File: src/rtl/click_pkg.sv
// Shared types and default widths for the click round-robin arbiter.
package click_pkg;

  localparam int unsigned DEF_DATA_WIDTH = 8;
  localparam int unsigned DEF_CNT_WIDTH  = 16;

  typedef enum logic {
    IDLE     = 1'b0,
    WAIT_ACK = 1'b1
  } state_e;

  typedef enum logic {
    REQ_A = 1'b0,
    REQ_B = 1'b1
  } req_id_e;

  // Round-robin choice between the two requesters given their pending flags.
  function automatic req_id_e rr_pick(input logic pend_a, input logic pend_b,
                                      input req_id_e last_grant);
    if (pend_a && pend_b) begin
      return (last_grant == REQ_A) ? REQ_B : REQ_A;
    end
    return pend_a ? REQ_A : REQ_B;
  endfunction

endpackage

File: src/rtl/click_sync_arbiter_if.sv
// Two-phase click handshake bundle: two upstream requesters and one downstream consumer.
interface click_sync_arbiter_if
  import click_pkg::*;
#(
  parameter int unsigned DATA_WIDTH = DEF_DATA_WIDTH
);

  logic                  inA_req;
  logic [DATA_WIDTH-1:0] inA_data;
  logic                  inA_ack;
  logic                  inB_req;
  logic [DATA_WIDTH-1:0] inB_data;
  logic                  inB_ack;
  logic                  out_req;
  logic [DATA_WIDTH-1:0] out_data;
  logic                  out_ack;

  // Arbiter side.
  modport slave (
    input  inA_req, inA_data, inB_req, inB_data, out_ack,
    output inA_ack, inB_ack, out_req, out_data
  );

  // Environment side: requesters plus downstream consumer.
  modport master (
    output inA_req, inA_data, inB_req, inB_data, out_ack,
    input  inA_ack, inB_ack, out_req, out_data
  );

endinterface

File: src/rtl/click_sync.sv
// Multi-flop synchronizer for a single asynchronous phase bit.
module click_sync #(
  parameter int unsigned SYNC_STAGES = 2,
  parameter bit          PHASE_INIT  = 1'b0
) (
  input  logic clk,
  input  logic rst_n,
  input  logic d,
  output logic q
);

  // Fewer than two stages gives no metastability protection.
  localparam int unsigned DEPTH = (SYNC_STAGES < 2) ? 2 : SYNC_STAGES;

  logic [DEPTH-1:0] stages_q;

  always_ff @(posedge clk) begin
    if (!rst_n) begin
      stages_q <= {DEPTH{PHASE_INIT}};
    end else begin
      stages_q <= {stages_q[DEPTH-2:0], d};
    end
  end

  assign q = stages_q[DEPTH-1];

endmodule

File: src/rtl/click_sync_arbiter.sv
// Round-robin arbiter merging two two-phase click requesters onto one click output,
// with synchronized handshakes and saturating per-requester grant counters.
module click_sync_arbiter
  import click_pkg::*;
#(
  parameter int unsigned DATA_WIDTH  = DEF_DATA_WIDTH,
  parameter bit          PHASE_INIT  = 1'b0,
  parameter int unsigned SYNC_STAGES = 2,
  parameter int unsigned CNT_WIDTH   = DEF_CNT_WIDTH
) (
  input  logic                 clk,
  input  logic                 rst_n,
  click_sync_arbiter_if.slave  bus,
  output logic                 busy,
  output logic [CNT_WIDTH-1:0] grant_cnt_a,
  output logic [CNT_WIDTH-1:0] grant_cnt_b
);

  logic req_a_s;
  logic req_b_s;
  logic ack_s;

  click_sync #(.SYNC_STAGES(SYNC_STAGES), .PHASE_INIT(PHASE_INIT)) u_sync_req_a (
    .clk   (clk),
    .rst_n (rst_n),
    .d     (bus.inA_req),
    .q     (req_a_s)
  );

  click_sync #(.SYNC_STAGES(SYNC_STAGES), .PHASE_INIT(PHASE_INIT)) u_sync_req_b (
    .clk   (clk),
    .rst_n (rst_n),
    .d     (bus.inB_req),
    .q     (req_b_s)
  );

  click_sync #(.SYNC_STAGES(SYNC_STAGES), .PHASE_INIT(PHASE_INIT)) u_sync_ack (
    .clk   (clk),
    .rst_n (rst_n),
    .d     (bus.out_ack),
    .q     (ack_s)
  );

  state_e                state_q,    state_d;
  req_id_e               winner_q,   winner_d;
  req_id_e               last_q,     last_d;
  logic                  out_req_q,  out_req_d;
  logic [DATA_WIDTH-1:0] out_data_q, out_data_d;
  logic                  ack_a_q,    ack_a_d;
  logic                  ack_b_q,    ack_b_d;
  logic [CNT_WIDTH-1:0]  cnt_a_q,    cnt_a_d;
  logic [CNT_WIDTH-1:0]  cnt_b_q,    cnt_b_d;
  logic                  busy_q;

  logic    pend_a;
  logic    pend_b;
  req_id_e pick;

  // A requester is pending while its synchronized req phase differs from the ack we returned.
  assign pend_a = req_a_s ^ ack_a_q;
  assign pend_b = req_b_s ^ ack_b_q;

  always_ff @(posedge clk) begin
    if (!rst_n) begin
      state_q    <= IDLE;
      winner_q   <= REQ_A;
      last_q     <= REQ_B;
      out_req_q  <= PHASE_INIT;
      out_data_q <= '0;
      ack_a_q    <= PHASE_INIT;
      ack_b_q    <= PHASE_INIT;
      cnt_a_q    <= '0;
      cnt_b_q    <= '0;
      busy_q     <= 1'b0;
    end else begin
      state_q    <= state_d;
      winner_q   <= winner_d;
      last_q     <= last_d;
      out_req_q  <= out_req_d;
      out_data_q <= out_data_d;
      ack_a_q    <= ack_a_d;
      ack_b_q    <= ack_b_d;
      cnt_a_q    <= cnt_a_d;
      cnt_b_q    <= cnt_b_d;
      busy_q     <= (state_d == WAIT_ACK);
    end
  end

  always_comb begin
    state_d    = state_q;
    winner_d   = winner_q;
    last_d     = last_q;
    out_req_d  = out_req_q;
    out_data_d = out_data_q;
    ack_a_d    = ack_a_q;
    ack_b_d    = ack_b_q;
    cnt_a_d    = cnt_a_q;
    cnt_b_d    = cnt_b_q;
    pick       = rr_pick(pend_a, pend_b, last_q);

    case (state_q)
      IDLE: begin
        if (pend_a || pend_b) begin
          state_d    = WAIT_ACK;
          winner_d   = pick;
          out_req_d  = !out_req_q;
          out_data_d = (pick == REQ_A) ? bus.inA_data : bus.inB_data;
        end
      end
      WAIT_ACK: begin
        // Release the winner only once downstream has matched our request phase.
        if (ack_s == out_req_q) begin
          state_d = IDLE;
          last_d  = winner_q;
          if (winner_q == REQ_A) begin
            ack_a_d = !ack_a_q;
            if (cnt_a_q != '1) begin
              cnt_a_d = cnt_a_q + CNT_WIDTH'(1);
            end
          end else begin
            ack_b_d = !ack_b_q;
            if (cnt_b_q != '1) begin
              cnt_b_d = cnt_b_q + CNT_WIDTH'(1);
            end
          end
        end
      end
      default: begin
        state_d = IDLE;
      end
    endcase
  end

  assign bus.inA_ack  = ack_a_q;
  assign bus.inB_ack  = ack_b_q;
  assign bus.out_req  = out_req_q;
  assign bus.out_data = out_data_q;
  assign busy         = busy_q;
  assign grant_cnt_a  = cnt_a_q;
  assign grant_cnt_b  = cnt_b_q;

endmodule

File: src/flat_wrapper.sv
// flat-port wrapper written by rule: the top's interface ports become plain ports
module click_sync_arbiter_flat import click_pkg::*;
#(
  parameter int unsigned DATA_WIDTH  = DEF_DATA_WIDTH,
  parameter bit          PHASE_INIT  = 1'b0,
  parameter int unsigned SYNC_STAGES = 2,
  parameter int unsigned CNT_WIDTH   = DEF_CNT_WIDTH
)
  (clk, rst_n, busy, grant_cnt_a, grant_cnt_b, bus_inA_req, bus_inA_data, bus_inB_req, bus_inB_data, bus_out_ack, bus_inA_ack, bus_inB_ack, bus_out_req, bus_out_data);
  click_sync_arbiter_if #(.DATA_WIDTH(DATA_WIDTH)) bus_i ();
  input  logic clk;
  input  logic rst_n;
  output logic busy;
  output logic [CNT_WIDTH-1:0] grant_cnt_a;
  output logic [CNT_WIDTH-1:0] grant_cnt_b;
  input wire logic [$bits(bus_i.inA_req)-1:0] bus_inA_req;
  input wire logic [$bits(bus_i.inA_data)-1:0] bus_inA_data;
  input wire logic [$bits(bus_i.inB_req)-1:0] bus_inB_req;
  input wire logic [$bits(bus_i.inB_data)-1:0] bus_inB_data;
  input wire logic [$bits(bus_i.out_ack)-1:0] bus_out_ack;
  output wire logic [$bits(bus_i.inA_ack)-1:0] bus_inA_ack;
  output wire logic [$bits(bus_i.inB_ack)-1:0] bus_inB_ack;
  output wire logic [$bits(bus_i.out_req)-1:0] bus_out_req;
  output wire logic [$bits(bus_i.out_data)-1:0] bus_out_data;
  assign bus_i.inA_req = bus_inA_req;
  assign bus_i.inA_data = bus_inA_data;
  assign bus_i.inB_req = bus_inB_req;
  assign bus_i.inB_data = bus_inB_data;
  assign bus_i.out_ack = bus_out_ack;
  assign bus_inA_ack = bus_i.inA_ack;
  assign bus_inB_ack = bus_i.inB_ack;
  assign bus_out_req = bus_i.out_req;
  assign bus_out_data = bus_i.out_data;
  click_sync_arbiter #(.DATA_WIDTH(DATA_WIDTH), .PHASE_INIT(PHASE_INIT), .SYNC_STAGES(SYNC_STAGES), .CNT_WIDTH(CNT_WIDTH)) u_core (.clk(clk), .rst_n(rst_n), .bus(bus_i), .busy(busy), .grant_cnt_a(grant_cnt_a), .grant_cnt_b(grant_cnt_b));
endmodule
File: config.mk
export PLATFORM = sky130hd
export DESIGN_NAME = click_sync_arbiter_flat
export DESIGN_NICKNAME = d
export VERILOG_FILES = /design/src/rtl/click_pkg.sv /design/src/rtl/click_sync_arbiter_if.sv /design/src/rtl/click_sync.sv /design/src/rtl/click_sync_arbiter.sv /design/src/flat_wrapper.sv
export SDC_FILE = /design/constraint.sdc
export NUM_CORES = 1
export LEC_CHECK = 0
export BUFFER_PORTS_ARGS = -buffer_cell sky130_fd_sc_hd__clkbuf_2
export CORE_MARGIN = 2
export CORE_UTILIZATION = 39
export DETAILED_ROUTE_END_ITERATION = 8
export PLACE_DENSITY_LB_ADDON = 0.3
export REMOVE_ABC_BUFFERS = 1
export SETUP_SLACK_MARGIN = 0.1
export SYNTH_ARGS = -nofsm -noshare
export SYNTH_HDL_FRONTEND = slang
export SYNTH_SLANG_ARGS = --single-unit
File: constraint.sdc
create_clock -name clk -period 2 [get_ports clk]
set_input_delay 0.2 -clock clk [delete_from_list [all_inputs] [get_ports clk]]
set_output_delay 0.2 -clock clk [all_outputs]
set_load 0.02 [all_outputs]
==> impl_metrics.toml, run 1 <==
[run_status]
outcome = "finished, final reports clean"

[setup_path]
worstPathMaxFanout = 6
arrival_ps = 2010
crit_required_ps = 2200
slowest_stage = "or4_1"
path_cells = "nand4_2, or3_1, or4_1, o211a_1"
crit_path_max_incr_delay_ps = 500
path_class = "reg2reg"
startpoint_type = "register"
cp_top_family = "simple AND/OR/NAND/NOR gates"
cp_num_buf_inv = 0
setup.worst_path.end_class = "register"

[global_route]
grt_pass1_vias = 1991
grt_start_max_net_pins = 29
grt_pass1_wl_mm = 9.26
grt.overflow.total = 0
antenna_found_initial = 0
grtUsageTotal_pct = 15.7

[cts]
cts_sinks = 52
cts_buffers = 5
tritoncts = "yes"
cts.clk_slew.worst_paths_ps = 90
clock_path_buffers = 2
cts_root_buffer = "clkbuf_8"
ctsHtreeMaxLevel = 2
hold_buffers = 0
worst_skew_pair.late_latency_ps = 300

[route]
ant_nets = 0
first_iter_violations = 112
vias_per_cell = 5.43
firstDrtPassIters = 4
vias = 2282
wl_per_cell_um = 13.0
wl_mm = 5.48
drc_errors = 0

[placement]
hpwlAfterDp_mm = 3.93
port_buffers = 64
pre_cts_slack_ps = 138
place_inst = 411
routabilityCongestion = 0.820

[sta]
worst_pin_slew_ps = 587
fin_crit_ps = 1810
setup_viol = 0
fin_skew_ps = 12.0
maxSlewHeadroom_pct = 60.9
fmax_ghz = 0.551
postLayoutSetupSlackWorst_ps = 185
hold_violations = 0
finalMaxSlewViolations = 0
timing.final.crit_share_pct = 90.7
rsz0062_at_grt = "no"

[cells_and_area]
fill_cells = 595
layout_common_cells = "64 x clkbuf_2, 49 x dfxtp_1, 26 x a21oi_1"
stdcell_count = 420
syn2layout_area_growth_pct = 23.4
final_common_cell = "clkbuf_2"
antenna_cells = 0
drive_gt1_share_pct = 27.8
final_nets = 367

[worst_hold_path]
hp-class = "in2reg"

[floorplanning]
ios = 65
rows = 28
die_area_um2 = 6980
start_util_pct = 40.9
die_h_um = 83.5
die_w_um = 83.5
core_area_um2 = 6030

[synthesis]
synth_top_area_cell = "dfxtp_1"
yosys_warnings = 0
netlist_instances = 276
synth_cell_type_count = 40
avgSynthCellArea_um2 = 8.94
yosysSeqAreaShare_pct = 42.2
syn_area_um2 = 2470
synth_top_area_share_pct = 42.2
synth_seq_cells = 52
synthTopCellsByArea = "dfxtp_1 42%, mux2i_1 8.1%, a21oi_1 5.3%"

[power]
cellPowerDensity_nw_per_um2 = 743
total_power_mw = 2.26
p_clk_share_pct = 27.1
p_leak_nw = 1.20
ir_drop_mv = 0.459
power_frac_comb_pct = 20.4
power.share.switching_pct = 30.0
p_int_mw = 1.58
p_seq_share_pct = 52.6
power.switching_uw = 679

[run]
max-cap-violations = 0
## state kept, by name, summed over array words and instances (netlist names), 2 cells and up
name,flops
u_core.u_sync_ack.stages_q,2
u_core.u_sync_req_b.stages_q,2
u_core.bus.out_data,8
u_core.u_sync_req_a.stages_q,2
u_core.grant_cnt_a,16
u_core.grant_cnt_b,16
## metrics by stage
step                      utilization [%]  TNS, ps  cell area (um^2)  hold slack (ps)
after CTS                            49.5        0              2980             98.1
after floorplan                         -     -702              2410              272
after global routing                 50.5        0              3040              104
after global placement               48.0        0              2890              407
after detailed placement             48.0        0              2890              411
final                                50.5        0              3040              111
## synthesized netlist by cell type
cell	number
dfxtp_1	52
a21oi_1	26
nand2_1	24
mux2i_1	20
nand3_1	14
o31ai_1	14
o21ai_0	13
nand2b_1	11
or4_1	11
nor4_1	9
clkbuf_1	7
inv_1	7
nand4_1	7
nor2_1	7
or3_1	7
and2_1	6
and3_1	3
and4_1	3
buf_2	3
xnor2_1	3
xor2_1	3
clkbuf_2	2
ha_1	2
nand4_2	2
nor3_1	2
nor4b_1	2
o211ai_1	2
or2_2	2
and2b_1	1
buf_1	1
nor4_2	1
nor4b_2	1
nor4bb_1	1
o211a_1	1
o21bai_1	1
o311a_1	1
o311ai_0	1
o311ai_2	1
o41ai_1	1
xnor2_2	1
## power by group through the flow
stage	Combinational, mW	Clock, mW	Sequential (mW)
after detailed placement	0.453	0	1.20
after global routing	0.512	0.684	1.20
after global placement	0.444	0	1.21
final	0.461	0.612	1.19
after CTS	0.453	0.639	1.18
after floorplan	0.219	0	1.27
## cell families after synthesis
kind of cell | Yosys count | synth area share [%]
adders and majority gates | 2 | 1.01
xor gates and xnor gates | 7 | 2.79
buffers and inverters | 20 | 3.30
AOI/OAI and AO/OA | 61 | 15.3
DFF | 52 | 42.2
muxes | 20 | 8.11
and+or+nand+nor | 114 | 27.3
## layout make-up
type                       instances  area (um^2)  share of cell area [%]
multi-input combinational        204         1390                    45.8
tap                               75         93.8                    3.08
clock buffer                       8         90.1                    2.96
timing repair buffer              74          395                    13.0
inverter                           7         26.3                   0.863
sequential                        52         1040                    34.3
## repair_timing
item	4_1_cts	5_1_grt
hold endpoints to repair	0	0
buffers inserted	0	1
resized for setup	0	11
endpoints found under the setup margin	0	27
## per-layer routing
| layer | part of all wire [%] | vias up | global-route usage, % |
|---|---|---|---|
| met5 | 0 | - | 0 |
| met4 | 0.49 | 0 | 4.11 |
| met3 | 5.1 | 2 | 3.86 |
| met2 | 45 | 50 | 24.9 |
| met1 | 49 | 1062 | 21.5 |
| li1 | - | 1168 | - |
## path summary, 6_finish.rpt
path | from | end | slack (ps) | cells past startpoint
setup reg to reg | u_core.grant_cnt_b[7]$_SDFFE_PN0P_ | u_core.grant_cnt_b[12]$_SDFFE_PN0P_ | 190 | 4
hold reg to reg | u_core.u_sync_req_a.stages_q[0]$_SDFF_PN0_ | u_core.u_sync_req_a.stages_q[1]$_SDFF_PN0_ | 440 | 1
setup / recovery | u_core.grant_cnt_b[7]$_SDFFE_PN0P_ | u_core.grant_cnt_b[12]$_SDFFE_PN0P_ | 190 | 4
hold / removal | bus_inB_req | u_core.u_sync_req_b.stages_q[0]$_SDFF_PN0_ | 110 | 2
(Power assumes the default switching activity.)
==> run 2: changes to the inputs <==
Settings changed: PLACE_DENSITY set to 0.72, PLACE_DENSITY_LB_ADDON 0.3 to not set.
==> run 2 against run 1 <==
  * Register-to-register slack barely moved
  * Maximum frequency rose by 0.30%
  * Global-route usage fell by 0.39 points
  * Critical path depth did not move
  * Critical path type unchanged
  * Largest cell class unchanged
  * Largest power group unchanged
==> impl_metrics.toml, run 2 (synthesized netlist as in run 1, its figures left out) <==
[cells_and_area]
final_common_cell = "clkbuf_2"
layout_common_cells = "64 x clkbuf_2, 50 x dfxtp_1, 26 x a21oi_1"
drive_gt1_share_pct = 27.7
final_nets = 368
syn2layout_area_growth_pct = 23.2
antenna_cells = 0

[setup_path]
cp_top_family = "simple AND/OR/NAND/NOR gates"
startpoint_type = "register"
cp_num_buf_inv = 0
path_cells = "nand4_2, or3_1, or4_1, o211a_1"
worstPathMaxFanout = 6
r2r_start = "u_core.grant_cnt_b[6]$_SDFFE_PN0P_"
crit_required_ps = 2210
path_class = "reg2reg"
r2r_cells = 4
reg2reg_to = "u_core.grant_cnt_b[12]$_SDFFE_PN0P_"
arrival_ps = 2020
crit_path_max_incr_delay_ps = 490
setup.worst_path.end_class = "register"
r2r_setup_slack_ps = 190
slowest_stage = "or4_1"

[sta]
finalSetupTns_ps = 0
holdWs_ps = 103
worst_pin_slew_ps = 619
finalMaxSlewViolations = 0
setup_viol = 0
maxSlewHeadroom_pct = 58.7
fin_skew_ps = 12.4
fmax_ghz = 0.553
fin_crit_ps = 1810
rsz0062_at_grt = "no"
hold_violations = 0
timing.final.crit_share_pct = 90.5

[cts]
cts_buffers = 5
cts_sinks = 52
ctsHtreeMaxLevel = 2
tritoncts = "yes"
worst_skew_pair.late_latency_ps = 310
clock_path_buffers = 2
cts.clk_slew.worst_paths_ps = 100
cts_root_buffer = "clkbuf_8"

[run]
max-cap-violations = 0

[route]
vias_per_cell = 5.49
firstDrtPassIters = 4
wl_per_cell_um = 12.9
vias = 2313
drc_errors = 0
wl_mm = 5.43
first_iter_violations = 89
ant_nets = 0

[power]
p_clk_share_pct = 27.4
power.share.switching_pct = 30.6
power.switching_uw = 693
p_int_mw = 1.58
p_leak_nw = 1.21
power_frac_comb_pct = 20.3
p_seq_share_pct = 52.3
ir_drop_mv = 0.467
cellPowerDensity_nw_per_um2 = 746

[floorplanning]
core_area_um2 = 6030
ios = 65
rows = 28
die_area_um2 = 6980
die_h_um = 83.5
die_w_um = 83.5
start_util_pct = 40.9

[global_route]
grt_start_max_net_pins = 45
antenna_found_initial = 0
grt_pass1_vias = 2012
grtUsageTotal_pct = 15.3
grt_pass1_wl_mm = 8.90
grt.overflow.total = 0

[placement]
routabilityCongestion = 0.779
port_buffers = 64
hpwlAfterDp_mm = 3.90

[worst_hold_path]
hold_path_end = "u_core.u_sync_ack.stages_q[0]$_SDFF_PN0_"
hold_start = "bus_out_ack"
hp-class = "in2reg"
worstHoldPathCells = 2

[run_status]
outcome = "finished, final reports clean"
run 2: worst max-delay path by stage:
stage                                          end                          startpoint  cells after the start  slack (ps)
2_1_floorplan   u_core.grant_cnt_b[6]$_SDFFE_PN0P_  u_core.grant_cnt_b[0]$_SDFFE_PN0P_                      5        -110
3_3_place_gp   u_core.grant_cnt_b[11]$_SDFFE_PN0P_  u_core.grant_cnt_b[0]$_SDFFE_PN0P_                      5         210
3_5_place_dp   u_core.bus.out_data[3]$_SDFFE_PN0P_     u_core.bus.inB_ack$_SDFFE_PN0P_                      4         160
4_1_cts        u_core.bus.out_data[5]$_SDFFE_PN0P_     u_core.bus.inB_ack$_SDFFE_PN0P_                      4         130
5_1_grt         u_core.grant_cnt_b[3]$_SDFFE_PN0P_     u_core.bus.out_req$_SDFFE_PN0P_                      5         110
6_report       u_core.grant_cnt_b[12]$_SDFFE_PN0P_  u_core.grant_cnt_b[6]$_SDFFE_PN0P_                      4         190
run 2: layer usage:
metal	global-route usage [%]	vias up	part of all wire, %
li1	-	1171	-
met1	19.0	1061	45
met2	24.7	68	47
met3	4.35	13	5.7
met4	6.89	0	2.4
met5	0	-	0
run 2: power by group through the flow:
stage | logic, mW | clock network, mW | registers (mW)
6_report | 0.460 | 0.622 | 1.19
5_1_grt | 0.510 | 0.681 | 1.20
4_1_cts | 0.453 | 0.648 | 1.18
3_5_place_dp | 0.452 | 0 | 1.20
3_3_place_gp | 0.441 | 0 | 1.20
2_1_floorplan | 0.219 | 0 | 1.27
run 2: what timing repair did:
action	4_1_cts	5_1_grt
setup endpoints to repair	0	24
gates resized for setup	0	8
hold buffers	0	0
buffers inserted	0	1
run 2: final cells by class:
type	count	area (um^2)
Clock buffer	6	82.6
Clock inverter	2	10.0
Fill cell	602	2990
Inverter	7	26.3
Multi-Input combinational cell	204	1380
Sequential cell	52	1040
Tap cell	75	93.8
Timing Repair Buffer	75	403
run 2: stage by stage:
stage	util, %	cells	total power [mW]	setup WS, ps	instance area [um^2]
floorplan	-	263	1.49	-110	2410
global placement	48.2	412	1.64	210	2900
detailed placement	48.2	412	1.65	161	2900
CTS	49.7	420	2.28	126	2990
global route	50.4	421	2.39	106	3040
finish	50.4	421	2.27	191	3040
==> run 3: changes to the inputs <==
Settings changed: CORE_UTILIZATION 39 to 50, CTS_CLUSTER_SIZE set to 12, GPL_TIMING_DRIVEN set to 0, PLACE_DENSITY 0.72 to 0.86.
==> run 3 against run 2 <==
  * Die area down 21%
  * Routed wire length increased by 1.1%
  * Sequential power about the same
  * Maximum frequency fell by 1.3%
  * Critical path type unchanged
  * Largest cell class unchanged
  * Largest power group unchanged
==> impl_metrics.toml, run 3 (synthesized netlist as in run 1, its figures left out) <==
[cts]
cts_buffers = 5
worst_skew_pair.late_latency_ps = 300
cts.clk_slew.worst_paths_ps = 90
ctsHtreeMaxLevel = 2
cts_root_buffer = "clkbuf_8"
cts_sinks = 52
clock_path_buffers = 2
tritoncts = "yes"

[global_route]
grtUsageTotal_pct = 19.9
grt_start_max_net_pins = 46
antenna_found_initial = 0
grt_pass1_vias = 1947
grt.overflow.total = 0
grt_pass1_wl_mm = 8.69

[route]
wl_per_cell_um = 13.6
ant_nets = 0
firstDrtPassIters = 4
vias = 2306
drc_errors = 0
vias_per_cell = 5.71
first_iter_violations = 97
wl_mm = 5.49

[power]
ir_drop_mv = 0.617
cellPowerDensity_nw_per_um2 = 755
p_leak_nw = 1.20

[setup_path]
startpoint_type = "register"
slowest_stage = "or4_1"
path_class = "reg2reg"
crit_path_max_incr_delay_ps = 590
arrival_ps = 2060
cp_top_family = "simple AND/OR/NAND/NOR gates"
setup.worst_path.end_class = "register"
cp_num_buf_inv = 0
path_cells = "xnor2_4, nand3_2, or4_1, a21oi_1"
worstPathMaxFanout = 17
crit_required_ps = 2230

[placement]
place_inst = 394
routabilityCongestion = 0.793
port_buffers = 64
hpwlAfterDp_mm = 3.66

[cells_and_area]
layout_common_cells = "64 x clkbuf_2, 48 x dfxtp_1, 25 x a21oi_1"
drive_gt1_share_pct = 28.2
final_nets = 360
antenna_cells = 0
final_common_cell = "clkbuf_2"
final_util_pct = 63.4
stdcell_count = 404
syn2layout_area_growth_pct = 22.1

[run_status]
outcome = "finished, final reports clean"

[sta]
worst_pin_slew_ps = 813
fin_skew_ps = 11.7
hold_violations = 0
rsz0062_at_grt = "yes"
fin_crit_ps = 1830
setup_viol = 0
maxSlewHeadroom_pct = 45.8
timing.final.crit_share_pct = 91.7
fmax_ghz = 0.545
finalMaxSlewViolations = 0

[floorplanning]
ios = 65
rows = 25
die_h_um = 74.2
die_w_um = 74.2
start_util_pct = 51.9
core_area_um2 = 4750
die_area_um2 = 5510

[run]
max-cap-violations = 0

[worst_hold_path]
hp-class = "in2reg"
-- run 3: area by class of cell --
type | instances | area (um^2)
Fill cell | 423 | 1740
Multi-Input combinational cell | 204 | 1420
Inverter | 7 | 26.3
Timing Repair Buffer | 67 | 343
Tap cell | 67 | 83.8
Clock buffer | 7 | 96.3
Sequential cell | 52 | 1050
-- run 3: worst register-to-register path: stages (launching register included) --
cell and delay (ps):
dfxtp_1 510, xnor2_4 200, nand3_2 330, or4_1 590, a21oi_1 140
-- run 3: final timing paths --
check / startpoint / endpoint / slack [ps] / cells after the start
max: u_core.bus.out_req$_SDFFE_PN0P_ / u_core.grant_cnt_b[3]$_SDFFE_PN0P_ / 170 / 4
min: bus_inA_req / u_core.u_sync_req_a.stages_q[0]$_SDFF_PN0_ / 100 / 2
max reg2reg: u_core.bus.out_req$_SDFFE_PN0P_ / u_core.grant_cnt_b[3]$_SDFFE_PN0P_ / 170 / 4
min reg2reg: u_core.u_sync_req_a.stages_q[0]$_SDFF_PN0_ / u_core.u_sync_req_a.stages_q[1]$_SDFF_PN0_ / 440 / 1
-- run 3: what timing repair did --
item	4_1_cts	5_1_grt
endpoints found under the setup margin	20	25
hold buffers	0	0
buffers inserted	0	3
endpoints found under the hold margin	0	0
pin swaps	1	4
resized for setup	5	11
-- run 3: where the power goes --
part | internal [mW] | total, mW | switching (mW)
clock network | 0.309 | 0.629 | 0.320
logic | 0.175 | 0.459 | 0.284
registers | 1.11 | 1.19 | 0.0727
-- run 3: stage by stage --
step	instance area, um^2	worst slack (ps)	TNS, ps	power (mW)	hold WS, ps
floorplan	2410	-110	-702	1.49	272
global placement	2820	-272	-2130	1.63	407
detailed placement	2820	-315	-2480	1.65	408
CTS	2940	75.1	0	2.28	98.0
global route	3010	24.2	0	2.39	112
finish	3010	167	0	2.28	100
-- run 3: per-layer routing --
layer | track usage, % | routed length [um] | vias to the layer above
li1 | - | - | 1148
met1 | 26.6 | 2470 | 1083
met2 | 32.6 | 2680 | 69
met3 | 3.93 | 270 | 6
met4 | 6.35 | 74 | 0
met5 | 0 | 0 | -
